File: config.mk
export PLATFORM = sky130hd
export DESIGN_NAME = pci_bus_arbiter_flat
export DESIGN_NICKNAME = d
export VERILOG_FILES = /design/src/rtl/pci_bus_arbiter_if.sv /design/src/rtl/pci_bus_arbiter.sv /design/src/flat_wrapper.sv
export SDC_FILE = /design/constraint.sdc
export NUM_CORES = 1
export LEC_CHECK = 0
export CAP_MARGIN = 20
export CORE_MARGIN = 4
export CORE_UTILIZATION = 55
export DETAILED_ROUTE_END_ITERATION = 10
export DONT_BUFFER_PORTS = 1
export PLACE_DENSITY = 0.81
export SLEW_MARGIN = 15
export SYNTH_ARGS = -nofsm -noshare
export SYNTH_HDL_FRONTEND = slang
export SYNTH_SLANG_ARGS = --single-unit
File: constraint.sdc
create_clock -name CLK -period 2.27 [get_ports CLK]
set_clock_uncertainty 0.15 [all_clocks]
set_input_delay 0.227 -clock CLK [delete_from_list [all_inputs] [get_ports CLK]]
set_output_delay 0.227 -clock CLK [all_outputs]
set_load 0.005 [all_outputs]
File: src/rtl/pci_bus_arbiter_if.sv
// Shared PCI arbitration signals between the bus masters and the central arbiter.
// master: the requesting side; slave: the arbiter that answers with grants.
interface pci_bus_arbiter_if;
    logic [2:0] REQn;
    logic       FRAMEn;
    logic       IRDYn;
    logic [2:0] GNTn;
    logic [1:0] OWNER;
    logic       BUS_IDLE;

    modport master (
        output REQn, FRAMEn, IRDYn,
        input  GNTn, OWNER, BUS_IDLE
    );

    modport slave (
        input  REQn, FRAMEn, IRDYn,
        output GNTn, OWNER, BUS_IDLE
    );
endinterface

File: src/rtl/pci_bus_arbiter.sv
// Three-master round-robin PCI bus arbiter with grant timeout and one-cycle turnaround.
// Optional bus parking on the last owner is enabled by defining ARB_PARK_EN.
module pci_bus_arbiter #(
    parameter int unsigned GRANT_TIMEOUT = 16
) (
    input  logic             CLK,
    input  logic             RSTn,
    pci_bus_arbiter_if.slave bus,
    output logic [1:0]       state_dbg
);
`ifdef ARB_PARK_EN
    localparam bit PARK_EN = 1'b1;
`else
    localparam bit PARK_EN = 1'b0;
`endif

    localparam logic [7:0] TMO_LAST = 8'(GRANT_TIMEOUT - 1);

    typedef enum logic [1:0] {
        IDLE       = 2'd0,
        GRANTED    = 2'd1,
        BUSY       = 2'd2,
        TURNAROUND = 2'd3
    } state_t;

    state_t     state;
    logic [2:0] gnt_n;
    logic [1:0] owner;
    logic [1:0] last_owner;
    logic [1:0] park_idx;
    logic       bus_idle;
    logic [7:0] tmo_cnt;

    logic [3:0] req;
    logic [2:0] own_mask;
    logic       any_req;
    logic       others_req;
    logic       parked;
    logic [1:0] start;
    logic [1:0] cand1;
    logic [1:0] cand2;
    logic [1:0] winner;

    // Handshake: a master requests by holding REQn[i] low; it may drive FRAMEn only
    // while GNTn[i] is low and BUS_IDLE is high. Requests are levels, so any request
    // seen outside IDLE simply stays pending until the arbiter is back in IDLE.
    always_comb begin
        req        = {1'b0, ~bus.REQn};
        own_mask   = 3'b001 << owner;
        any_req    = |req[2:0];
        others_req = |(req[2:0] & ~own_mask);
        parked     = PARK_EN && (state == IDLE) && (gnt_n != 3'b111);
        start      = (last_owner == 2'd2) ? 2'd0 : last_owner + 2'd1;
        cand1      = (start == 2'd2) ? 2'd0 : start + 2'd1;
        cand2      = (cand1 == 2'd2) ? 2'd0 : cand1 + 2'd1;
        if (req[start])      winner = start;
        else if (req[cand1]) winner = cand1;
        else                 winner = cand2;
    end

    always_ff @(posedge CLK or negedge RSTn) begin
        if (!RSTn) begin
            state      <= IDLE;
            gnt_n      <= 3'b111;
            owner      <= 2'b11;
            last_owner <= 2'd2;
            park_idx   <= 2'd0;
            bus_idle   <= 1'b1;
            tmo_cnt    <= 8'd0;
        end else begin
            bus_idle <= bus.FRAMEn & bus.IRDYn;
            case (state)
                IDLE: begin
                    if (parked) begin
                        // A parked master may start a transaction without re-arbitrating.
                        if (!bus.FRAMEn && bus_idle) begin
                            state <= BUSY;
                        end else if (others_req) begin
                            gnt_n <= 3'b111;
                            owner <= 2'b11;
                            state <= TURNAROUND;
                        end else if (any_req) begin
                            tmo_cnt <= 8'd0;
                            state   <= GRANTED;
                        end
                    end else if (any_req) begin
                        gnt_n   <= ~(3'b001 << winner);
                        owner   <= winner;
                        tmo_cnt <= 8'd0;
                        state   <= GRANTED;
                    end else if (PARK_EN) begin
                        gnt_n <= ~(3'b001 << park_idx);
                        owner <= park_idx;
                    end
                end
                GRANTED: begin
                    // FRAMEn wins over a simultaneous release of the request.
                    if (!bus.FRAMEn && bus_idle) begin
                        state <= BUSY;
                    end else if (!req[owner] || tmo_cnt == TMO_LAST) begin
                        gnt_n      <= 3'b111;
                        last_owner <= owner;
                        park_idx   <= owner;
                        owner      <= 2'b11;
                        state      <= TURNAROUND;
                    end else if (bus_idle && bus.FRAMEn && tmo_cnt != 8'hFF) begin
                        tmo_cnt <= tmo_cnt + 8'd1;
                    end
                end
                BUSY: begin
                    if (bus.FRAMEn && bus.IRDYn) begin
                        gnt_n      <= 3'b111;
                        last_owner <= owner;
                        park_idx   <= owner;
                        owner      <= 2'b11;
                        state      <= TURNAROUND;
                    end else if (others_req) begin
                        // Owner keeps the bus only for the transaction already in flight.
                        gnt_n <= 3'b111;
                    end
                end
                TURNAROUND: begin
                    state <= IDLE;
                end
                default: begin
                    state <= IDLE;
                end
            endcase
        end
    end

    assign bus.GNTn     = gnt_n;
    assign bus.OWNER    = owner;
    assign bus.BUS_IDLE = bus_idle;
    assign state_dbg    = state;
endmodule

File: src/flat_wrapper.sv
// flat-port wrapper written by rule: the top's interface ports become plain ports
module pci_bus_arbiter_flat 
#(
    parameter int unsigned GRANT_TIMEOUT = 16
)
  (CLK, RSTn, state_dbg, bus_REQn, bus_FRAMEn, bus_IRDYn, bus_GNTn, bus_OWNER, bus_BUS_IDLE);
  pci_bus_arbiter_if bus_i ();
  input  logic CLK;
  input  logic RSTn;
  output logic [1:0] state_dbg;
  input wire logic [$bits(bus_i.REQn)-1:0] bus_REQn;
  input wire logic [$bits(bus_i.FRAMEn)-1:0] bus_FRAMEn;
  input wire logic [$bits(bus_i.IRDYn)-1:0] bus_IRDYn;
  output wire logic [$bits(bus_i.GNTn)-1:0] bus_GNTn;
  output wire logic [$bits(bus_i.OWNER)-1:0] bus_OWNER;
  output wire logic [$bits(bus_i.BUS_IDLE)-1:0] bus_BUS_IDLE;
  assign bus_i.REQn = bus_REQn;
  assign bus_i.FRAMEn = bus_FRAMEn;
  assign bus_i.IRDYn = bus_IRDYn;
  assign bus_GNTn = bus_i.GNTn;
  assign bus_OWNER = bus_i.OWNER;
  assign bus_BUS_IDLE = bus_i.BUS_IDLE;
  pci_bus_arbiter #(.GRANT_TIMEOUT(GRANT_TIMEOUT)) u_core (.CLK(CLK), .RSTn(RSTn), .bus(bus_i), .state_dbg(state_dbg));
endmodule
==> key figures, run 1 <==
Routing
  • DRT antenna net count: 0
  • Met2 WL: 1494 um
  • Initial drt markers: 38
  • DR WL met3: 106 um
  • Total number of vias: 1,056
  • Highest routed layer: met4
  • Final wirelength: 2891 um
  • First-pass iteration count of the detailed router: 4
  • Vias per inst: 6.286
  • Wire length on met1: 1246 um
  • Per-cell routed wire length: 17.21 um
  • Post-route DRC: 0

Worst setup path
  • CP Buf/Inv Count: 1
  • Critical path, cell by cell: or4_1 > nor2_1 > or3_4 > buf_4 > nor4b_1 > or3b_1
  • CP Capture Type: flip-flop
  • Critical path origin: u_core.tmo_cnt[6]
  • Setup CP Type: reg2reg
  • Slowest cell on crit path: or4_1
  • Worst r2r src: u_core.tmo_cnt[6]
  • Crit path required time: 2.31 ns
  • Worst path arrival time: 2.25 ns
  • Critical Path Fanout Max: 5
  • Family with the most delay on the worst path: simple AND/OR/NAND/NOR gates
  • Type of origin of the critical path: flip-flop
  • Slowest cell delay on critical path: 0.51 ns

Placement
  • Placed Cells: 161
  • # port buffers: 0
  • DP Area: 1280 um2
  • Hpwl dp: 2113 um
  • Routability cong.: 0.8615

Clock tree
  • Post-CTS setup buffer count: 0
  • Worst-Skew Late Latency: 0.30 ns
  • CTS Buf Count: 3
  • Clk Tree Root Cell: clkbuf_4
  • Clock sink count: 18
  • H-tree depth: 1
  • TritonCTS clock tree: built
  • Clk slew on worst S/H paths: 0.11 ns
  • Clk buf depth: 2

Floorplan
  • Core Region: 1982 um2
  • Die span in x: 53.80 um
  • Num rows: 16
  • Die area: 2894 um2
  • IO Pins: 15
  • Die height: 53.80 um
  • Initial core utilization: 58.21%

Logic synthesis
  • Top post-synthesis cells by count: nand2_1 (14), dfrtp_1 (11), nor2_1 (9)
  • Number of synthesized register bits: 18
  • Synthesized cell area: 1154 um2
  • EDFF count, synth: 0
  • Ys flop type: dfrtp_1
  • Area leader, netlist: dfrtp_1
  • Synth warn: 0
  • Top post-synthesis cells by area: dfrtp_1 (24%), dfstp_2 (16%), mux2_2 (6.8%)
  • Seq/Total Area, Yosys: 39.80%
  • Top cell type's share of synthesized area: 23.86%
  • Dominant cell by count in the synthesized netlist: nand2_1
  • Syn Nets: 135
  • Cell count after synthesis: 123
  • Post-synth ARST share: 100.0%
  • Post-synth cell types: 42
  • Syn_area_per_cell: 9.379 um2

Finish
  • Layout net count: 154
  • Fin area: 1379 um2
  • Area grow syn2layout: 19.52%
  • Multi-input logic area: 694.4 um2
  • FF+latch area: 460.4 um2
  • Number of fill cells: 151
  • Layout cell share with drive strength beyond 1: 29.79%
  • Layout Cells excl Fill: 168
  • ANT cells: 0

Timing
  • Final Max Tran Viols: 0
  • Setup violators final: 0
  • Worst-Margin Slew: 0.8343 ns
  • Fin crit share: 97.43%
  • Peak Freq: 452.1 MHz
  • Hold Violations, Final: 0
  • Slew Limit Headroom: 44.19%
  • Final min period: 2.212 ns
  • Final TNS setup: 0 ns

Power and ir drop
  • Worst vdd ir: 623.8 uV
  • Pleak: 0.0005981 uW
  • Overall power: 1704 uW
  • Cell Pwr Density: 1236 nW/um2

Global routing
  • First-pass GRT wire length: 4574 um
  • All-layer global routing usage: 21.74%
  • Largest net degree at the start of global routing: 19
  • Initial antenna violation count: 0
  • Global route overflow: 0
  • Number of global-route vias before repair: 1,034

Worst hold path
  • Hold Crit Class: in2reg
  • Min-delay src: bus_REQn[2]

Run
  • Max_cap viols: 0

Status
  • Outcome: completed
metal layers:
metal	global-route usage [%]	vias to the layer above
li1	-	509
met1	26.22	517
met2	39.31	24
met3	2.493	6
met4	7.660	0
met5	0	-
metrics by stage:
stage / setup WS (ns) / hold WS (ns) / utilization (%)
floorplan: 0.01871 / -0.2186 / -
global placement: 0.1018 / -0.2181 / 64.58
detailed placement: 0.02997 / -0.2180 / 64.58
CTS: 0.01083 / 0.05247 / 67.93
global route: -0.03028 / 0.08206 / 69.57
finish: 0.05823 / 0.05581 / 69.57
flip-flops by register name, summed over array words and instances (netlist names):
| register | cells |
|---|---|
| u_core.bus.GNTn | 3 |
| u_core.state_dbg | 2 |
| u_core.tmo_cnt | 8 |
| u_core.bus.OWNER | 2 |
| u_core.last_owner | 2 |
| u_core.bus.BUS_IDLE | 1 |
report_power, final:
group	leakage [uW]	total (uW)	switching, uW	internal, uW
combinational	0.000358	924	493	431
clock	0.0000210	208	110	97.8
sequential	0.000219	572	110	462
total	0.000598	1700	712	992
path summary, 6_finish.rpt:
kind	to	slack, ns	cells after the start
worst max-delay path	u_core.tmo_cnt[5]	0.06	6
worst min-delay path	u_core.bus.OWNER[1]	0.06	3
worst max register to register	u_core.tmo_cnt[5]	0.06	6
worst min register to register	u_core.last_owner[0]	0.41	1
max in group asynchronous	u_core.state_dbg[0]	1.10	1
min in group asynchronous	u_core.last_owner[0]	0.31	1
kinds of logic after synthesis:
logic type	Yosys count	synth area share (%)
multiplexers	9	8.569
adder cells (fa/ha/maj)	5	5.423
buffers and inverters	8	2.711
AO/OA/AOI/OAI	34	20.83
AND/OR/NAND/NOR	49	22.67
flip-flops	18	39.80
cell type report:
cell class	count	area share (%)
multi-input cells	97	50.36
inverters	5	1.361
well taps	27	2.450
repair buffers	17	9.800
flip-flops and latches	18	33.39
clock buffers	4	2.632
tightest hold or removal path: cells and delay by family:
family	cells	cell delay, ns
compound gates	2	0.17
simple gates	1	0.11
placed cells by master (no fill, tap or decap), types with 2 or more instances in the layout:
cell,netlist,routed
o211ai_1,5,5
ha_1,5,4
a21oi_1,4,3
mux2i_2,0,2
buf_4,0,14
or4_1,2,2
inv_1,5,5
nand3b_1,2,2
dfrtp_1,11,10
clkbuf_4,0,3
dlygate4sd3_1,0,3
nor2_1,9,9
nor3_1,3,2
mux2_2,7,7
a22oi_1,2,2
o21ai_1,1,2
dfstp_2,7,7
nand3_1,5,5
nand4_1,3,3
o31ai_1,3,3
a31oi_1,3,3
nand2_1,14,14
o21ai_0,6,5
and2_1,2,2
what timing repair did:
item                                   in CTS  in global routing
gates resized for setup                     0                  9
endpoints found under the hold margin      19                  0
hold buffers                                3                  0
setup endpoints to repair                   0                  9
No activity file was read; power rests on OpenSTA's default activity.
==> inputs of run 2 (changes only) <==
GPL_ROUTABILITY_DRIVEN = 0   (was not set)
RECOVER_POWER = 50   (was not set)
==> run 2 against run 1 <==
Power fell by 0.18%. Hold slack improved by 0.0051 ns. Largest cell class unchanged. Final cell count did not move.
==> key figures, run 2 (synthesis results as in run 1) <==
Global routing
  • Global route overflow: 0 (unchanged)
  • Largest net degree at the start of global routing: 19 (unchanged)
  • First-pass GRT wire length: 4574 um (unchanged)
  • Number of global-route vias before repair: 1,034 (unchanged)
  • All-layer global routing usage: 21.74% (unchanged)
  • Initial antenna violation count: 0 (unchanged)

Clock tree
  • Clk slew on worst S/H paths: 0.11 ns (about the same)
  • Clk buf depth: 2 (unchanged)
  • Clk Tree Root Cell: clkbuf_4
  • CTS Buf Count: 3 (unchanged)
  • H-tree depth: 1 (unchanged)
  • TritonCTS clock tree: built
  • Clock sink count: 18 (unchanged)
  • Worst-Skew Late Latency: 0.30 ns (about the same)
  • Post-CTS setup buffer count: 0 (unchanged)

Placement
  • # port buffers: 0 (unchanged)
  • Placement Setup Slack: 0.02997 ns (unchanged)
  • Placed Cells: 161 (unchanged)
  • Hpwl dp: 2113 um (unchanged)

Timing
  • Final Max Tran Viols: 0 (unchanged)
  • Fin crit share: 97.40% (about the same)
  • Slew Limit Headroom: 44.00% (-0.20 points)
  • Final TNS setup: 0 ns (unchanged)
  • Final min period: 2.211 ns (-0.0008620 ns)
  • Worst-Margin Slew: 0.8373 ns (+0.002938 ns)
  • Peak Freq: 452.3 MHz (about the same)
  • Setup violators final: 0 (unchanged)
  • Hold Violations, Final: 0 (unchanged)
  • WHS: 0.06092 ns (+0.005108 ns)
  • Final Worst Setup Slack: 0.05910 ns (+0.0008620 ns)

Routing
  • DRT antenna net count: 0 (unchanged)
  • Vias per inst: 6.292 (about the same)
  • Post-route DRC: 0 (unchanged)
  • Initial drt markers: 38 (unchanged)
  • Total number of vias: 1,057 (+0.095%)
  • Final wirelength: 2894 um (+0.10%)
  • First-pass iteration count of the detailed router: 4 (unchanged)
  • Per-cell routed wire length: 17.23 um (+0.10%)

Power and ir drop
  • Worst vdd ir: 623.8 uV (about the same)
  • Clk network pwr share: 12.2% (about the same)
  • Pleak: 0.0005968 uW (-0.21%)
  • Overall power: 1701 uW (-0.18%)
  • Reg power frac: 33.5% (about the same)
  • Sw Share: 41.86% (+0.056 points)
  • Gate power share: 54.4% (about the same)
  • Internal power: 988.8 uW (-0.28%)
  • Cell Pwr Density: 1233 nW/um2 (-0.18%)
  • Psw: 711.8 uW (about the same)

Finish
  • Most frequent cells in the layout: nand2_1 (14), buf_4 (14), dfrtp_1 (10), nor2_1 (9), mux2_2 (7)
  • Largest register FFs: 8 (unchanged)
  • Number of fill cells: 151 (unchanged)
  • Largest Register: u_core.tmo_cnt
  • ANT cells: 0 (unchanged)
  • Layout cell share with drive strength beyond 1: 29.08% (-0.71 points)
  • Layout net count: 154 (unchanged)
  • Layout Cells excl Fill: 168 (unchanged)
  • Area grow syn2layout: 19.52% (unchanged)

Worst setup path
  • CP Buf/Inv Count: 1 (unchanged)
  • Setup CP Type: reg2reg
  • Critical path, cell by cell: or4_1 > nor2_1 > or3_4 > buf_4 > nor4b_1 > or3b_1
  • Family with the most delay on the worst path: simple AND/OR/NAND/NOR gates
  • Critical Path Fanout Max: 5 (unchanged)
  • Crit path required time: 2.31 ns (about the same)
  • Worst path arrival time: 2.25 ns (about the same)
  • Type of origin of the critical path: flip-flop
  • Slowest cell delay on critical path: 0.51 ns (about the same)
  • CP Capture Type: flip-flop
  • Slowest cell on crit path: or4_1
  • R2R Setup Slk: 0.06 ns (about the same)

Floorplan
  • Core Region: 1982 um2 (unchanged)
  • Die area: 2894 um2 (unchanged)
  • Die height: 53.80 um (unchanged)
  • Die span in x: 53.80 um (unchanged)
  • IO Pins: 15 (unchanged)
  • Num rows: 16 (unchanged)
  • Initial core utilization: 58.21% (unchanged)

Worst hold path
  • Hold Crit Class: in2reg

Status
  • Outcome: completed

Run
  • Max_cap viols: 0 (unchanged)
==> run 2: changes by cell type in the layout (fill, tap and decap cells not counted) <==
cell / delta
dfstp_1: +1
dfstp_2: -1
==> run 2: repair_timing <==
action                     CTS  global route
hold buffers                 3             0
setup endpoints to repair    0             9
hold endpoints to repair    19             0
resized for setup            0             9
==> run 2: stage by stage <==
step                cell area, um2  utilization [%]
global route                  1379            69.57
CTS                           1346            67.93
global placement              1280            64.58
floorplan                     1154                -
finish                        1379            69.57
detailed placement            1280            64.58
==> run 2: area by class of cell <==
cell class                 count  area [um2]  area share, %
clock buffer                   4       36.28          2.632
sequential                    18       460.4          33.39
multi-input combinational     97       694.4          50.36
inverter                       5       18.77          1.361
timing repair buffer          17       135.1          9.800
tap                           27       33.78          2.450
==> run 2: path summary, 6_finish.rpt <==
kind	cells past startpoint	endpoint	startpoint
worst max-delay path	6	u_core.tmo_cnt[5]	u_core.tmo_cnt[6]
worst min-delay path	3	u_core.bus.OWNER[1]	bus_REQn[2]
worst max register to register	6	u_core.tmo_cnt[5]	u_core.tmo_cnt[6]
worst min register to register	1	u_core.last_owner[0]	u_core.last_owner[0]
max in group asynchronous	1	u_core.state_dbg[0]	RSTn
min in group asynchronous	1	u_core.last_owner[0]	RSTn
==> run 2: power groups by stage <==
stage	Sequential [uW]	Combinational, uW	Clock [uW]
after CTS	565	877	210
final	569	925	207
after global routing	582	999	225
after floorplan	555	584	0
after global placement	563	815	0
after detailed placement	573	861	0
==> run 2: worst min-delay path: stages <==
cell and delay [ns]:
o31ai_1 0.10, nor2_1 0.11, o31ai_1 0.07
==> run 2: metal layers <==
| layer | vias to the layer above | wire, um | GRT usage [%] |
|---|---|---|---|
| met5 | - | 0 | 0 |
| met4 | 0 | 44 | 7.660 |
| met3 | 6 | 119 | 2.493 |
| met2 | 26 | 1503 | 39.31 |
| met1 | 516 | 1227 | 26.22 |
| li1 | 509 | - | - |
==> inputs of run 3 (changes only) <==
CORE_UTILIZATION = 45   (was 55)
PLACE_DENSITY = 0.7   (was 0.81)
==> run 3 against run 2 <==
Wire length decreased by 9.5%. First-iteration DRC count is 50% higher. Flip-flop and latch count stayed put. Power is 3.4% lower. Count of clock-buffer cells in the layout stayed put. Clock power fell by 2%. Sequential share of layout area decreased by 0.21 points. Largest cell class unchanged.
==> key figures, run 3 (synthesis results as in run 1) <==
Status
  • Outcome: completed

Global routing
  • Initial antenna violation count: 0 (unchanged)
  • GR Layer Usage met1: 21.98% (-4.2 points)
  • Global route overflow: 0 (unchanged)
  • Largest net degree at the start of global routing: 19 (unchanged)
  • GR peak layer: met2
  • First-pass GRT wire length: 4643 um (+1.5%)
  • Number of global-route vias before repair: 1,050 (+1.5%)
  • All-layer global routing usage: 17.18% (-4.6 points)
  • Met3 usage: 2.851% (+0.36 points)
  • Routing usage on met2: 29.19% (-10 points)

Finish
  • Largest Register: u_core.tmo_cnt
  • ANT cells: 0 (unchanged)
  • Layout cell share with drive strength beyond 1: 27.97% (-1.1 points)
  • Most frequent cells in the layout: nand2_1 (14), buf_4 (14), dfrtp_1 (11), nor2_1 (8)
  • Layout Cells excl Fill: 173 (+3.0%)
  • Area grow syn2layout: 19.96%
  • Fin area: 1384 um2 (+0.36%)
  • Largest register FFs: 8 (unchanged)
  • Layout net count: 156 (+1.3%)

Worst setup path
  • Crit path required time: 2.32 ns (about the same)
  • Critical Path Fanout Max: 5 (unchanged)
  • Type of origin of the critical path: flip-flop
  • Setup CP Type: reg2reg
  • Critical path origin: u_core.bus.OWNER[1]
  • Worst r2r src: u_core.bus.OWNER[1]
  • Worst path arrival time: 2.24 ns (about the same)
  • CP Capture Type: flip-flop

Placement
  • Hpwl dp: 1911 um (-9.6%)
  • DP Area: 1291 um2 (+0.88%)
  • # port buffers: 0 (unchanged)
  • Placed Cells: 165 (+2.5%)

Clock tree
  • Clk slew on worst S/H paths: 0.11 ns (about the same)
  • H-tree depth: 1 (unchanged)
  • Clk buf depth: 2 (unchanged)
  • Clk Tree Root Cell: clkbuf_4
  • CTS Buf Count: 3 (unchanged)
  • Clock sink count: 18 (unchanged)
  • Worst-Skew Late Latency: 0.30 ns (about the same)
  • TritonCTS clock tree: built

Timing
  • Setup violators final: 0 (unchanged)
  • Fin crit share: 96.35% (-1.0 points)
  • RSZ-0062 raised after global routing: yes
  • Worst-Margin Slew: 0.8210 ns (-0.01622 ns)
  • Peak Freq: 457.2 MHz (+1.1%)
  • Hold Violations, Final: 0 (unchanged)
  • Final min period: 2.187 ns (-0.02371 ns)
  • Slew Limit Headroom: 45.08% (+1.1 points)
  • Final Max Tran Viols: 0 (unchanged)

Worst hold path
  • Hold Crit Class: in2reg
  • Min-delay src: bus_REQn[2]

Floorplan
  • IO Pins: 15 (unchanged)
  • Die span in x: 58.63 um (+9.0%)
  • Core Region: 2455 um2 (+24%)
  • Num rows: 18 (+2)
  • Die height: 58.63 um (+9.0%)
  • Initial core utilization: 46.99% (-11 points)
  • Die area: 3437 um2 (+19%)

Power and ir drop
  • Clk network pwr share: 12.3% (about the same)
  • Overall power: 1644 uW (-3.4%)
  • Reg power frac: 33.0% (-0.5 points)
  • Gate power share: 54.7% (+0.3 points)
  • Worst vdd ir: 623.0 uV (-0.13%)
  • Sw Share: 40.09% (-1.8 points)
  • Pleak: 0.0006030 uW (+1.0%)
  • Psw: 658.8 uW (-7.4%)
  • Internal power: 984.7 uW (-0.41%)
  • Cell Pwr Density: 1188 nW/um2 (-3.7%)

Routing
  • Initial drt markers: 57 (+50%)
  • Post-route DRC: 0 (unchanged)
  • DRT antenna net count: 0 (unchanged)
  • Per-cell routed wire length: 15.14 um (-12%)
  • Vias per inst: 6.046 (-3.9%)
  • Final wirelength: 2620 um (-9.5%)
  • First-pass iteration count of the detailed router: 4 (unchanged)
  • Total number of vias: 1,046 (-1.0%)

Run
  • Max_cap viols: 0 (unchanged)
[run 3: power groups by stage]
| stage | combinational (uW) | sequential [uW] | clock (uW) |
|---|---|---|---|
| detailed placement | 871 | 547 | 0 |
| CTS | 882 | 541 | 208 |
| global route | 995 | 560 | 225 |
| finish | 899 | 543 | 202 |
| global placement | 846 | 543 | 0 |
| floorplan | 584 | 555 | 0 |
[run 3: critical path: stages (launching register included)]
cell     delay, ns
dfstp_2       0.56
mux2i_1       0.22
mux2i_2       0.13
or3_4         0.41
buf_4         0.17
o211a_1       0.20
a211o_1       0.25
[run 3: path summary, 6_finish.rpt]
path                                             end  slack (ns)  cells past startpoint
worst max register to register     u_core.tmo_cnt[4]        0.08                      6
min in group asynchronous        u_core.state_dbg[0]        0.31                      1
max in group asynchronous          u_core.tmo_cnt[2]        1.15                      1
worst min register to register  u_core.last_owner[0]        0.40                      1
worst max-delay path               u_core.tmo_cnt[4]        0.08                      6
worst min-delay path             u_core.bus.OWNER[1]        0.05                      3
[run 3: layout make-up]
cell class | instances | area, um2
Multi-Input combinational cell | 97 | 689.4
Clock buffer | 4 | 36.28
Fill cell | 222 | 1071
Sequential cell | 18 | 459.2
Timing Repair Buffer | 19 | 142.6
Inverter | 5 | 18.77
Tap cell | 30 | 37.54
[run 3: per-stage QoR]
step	utilization (%)	hold slack, ns	setup slack (ns)	setup TNS [ns]
6_report	56.37	0.04805	0.08280	0
2_1_floorplan	-	-0.2186	0.01871	0
4_1_cts	55.30	0.04984	0.02106	0
5_1_grt	56.37	0.06046	-0.02013	-0.03080
3_5_place_dp	52.60	-0.2181	0.05002	0
3_3_place_gp	52.60	-0.2181	0.09550	0
[run 3: layer usage]
metal  up-vias  wire length (um)
li1        510                 -
met1       512              1185
met2        24              1336
met3         0                99
met4         0                 0
met5         -                 0
[run 3: repair_timing]
item,CTS,global route
endpoints found under the hold margin,19,0
hold buffers,3,0
resized for setup,0,6
setup buffers,0,1
endpoints found under the setup margin,0,4
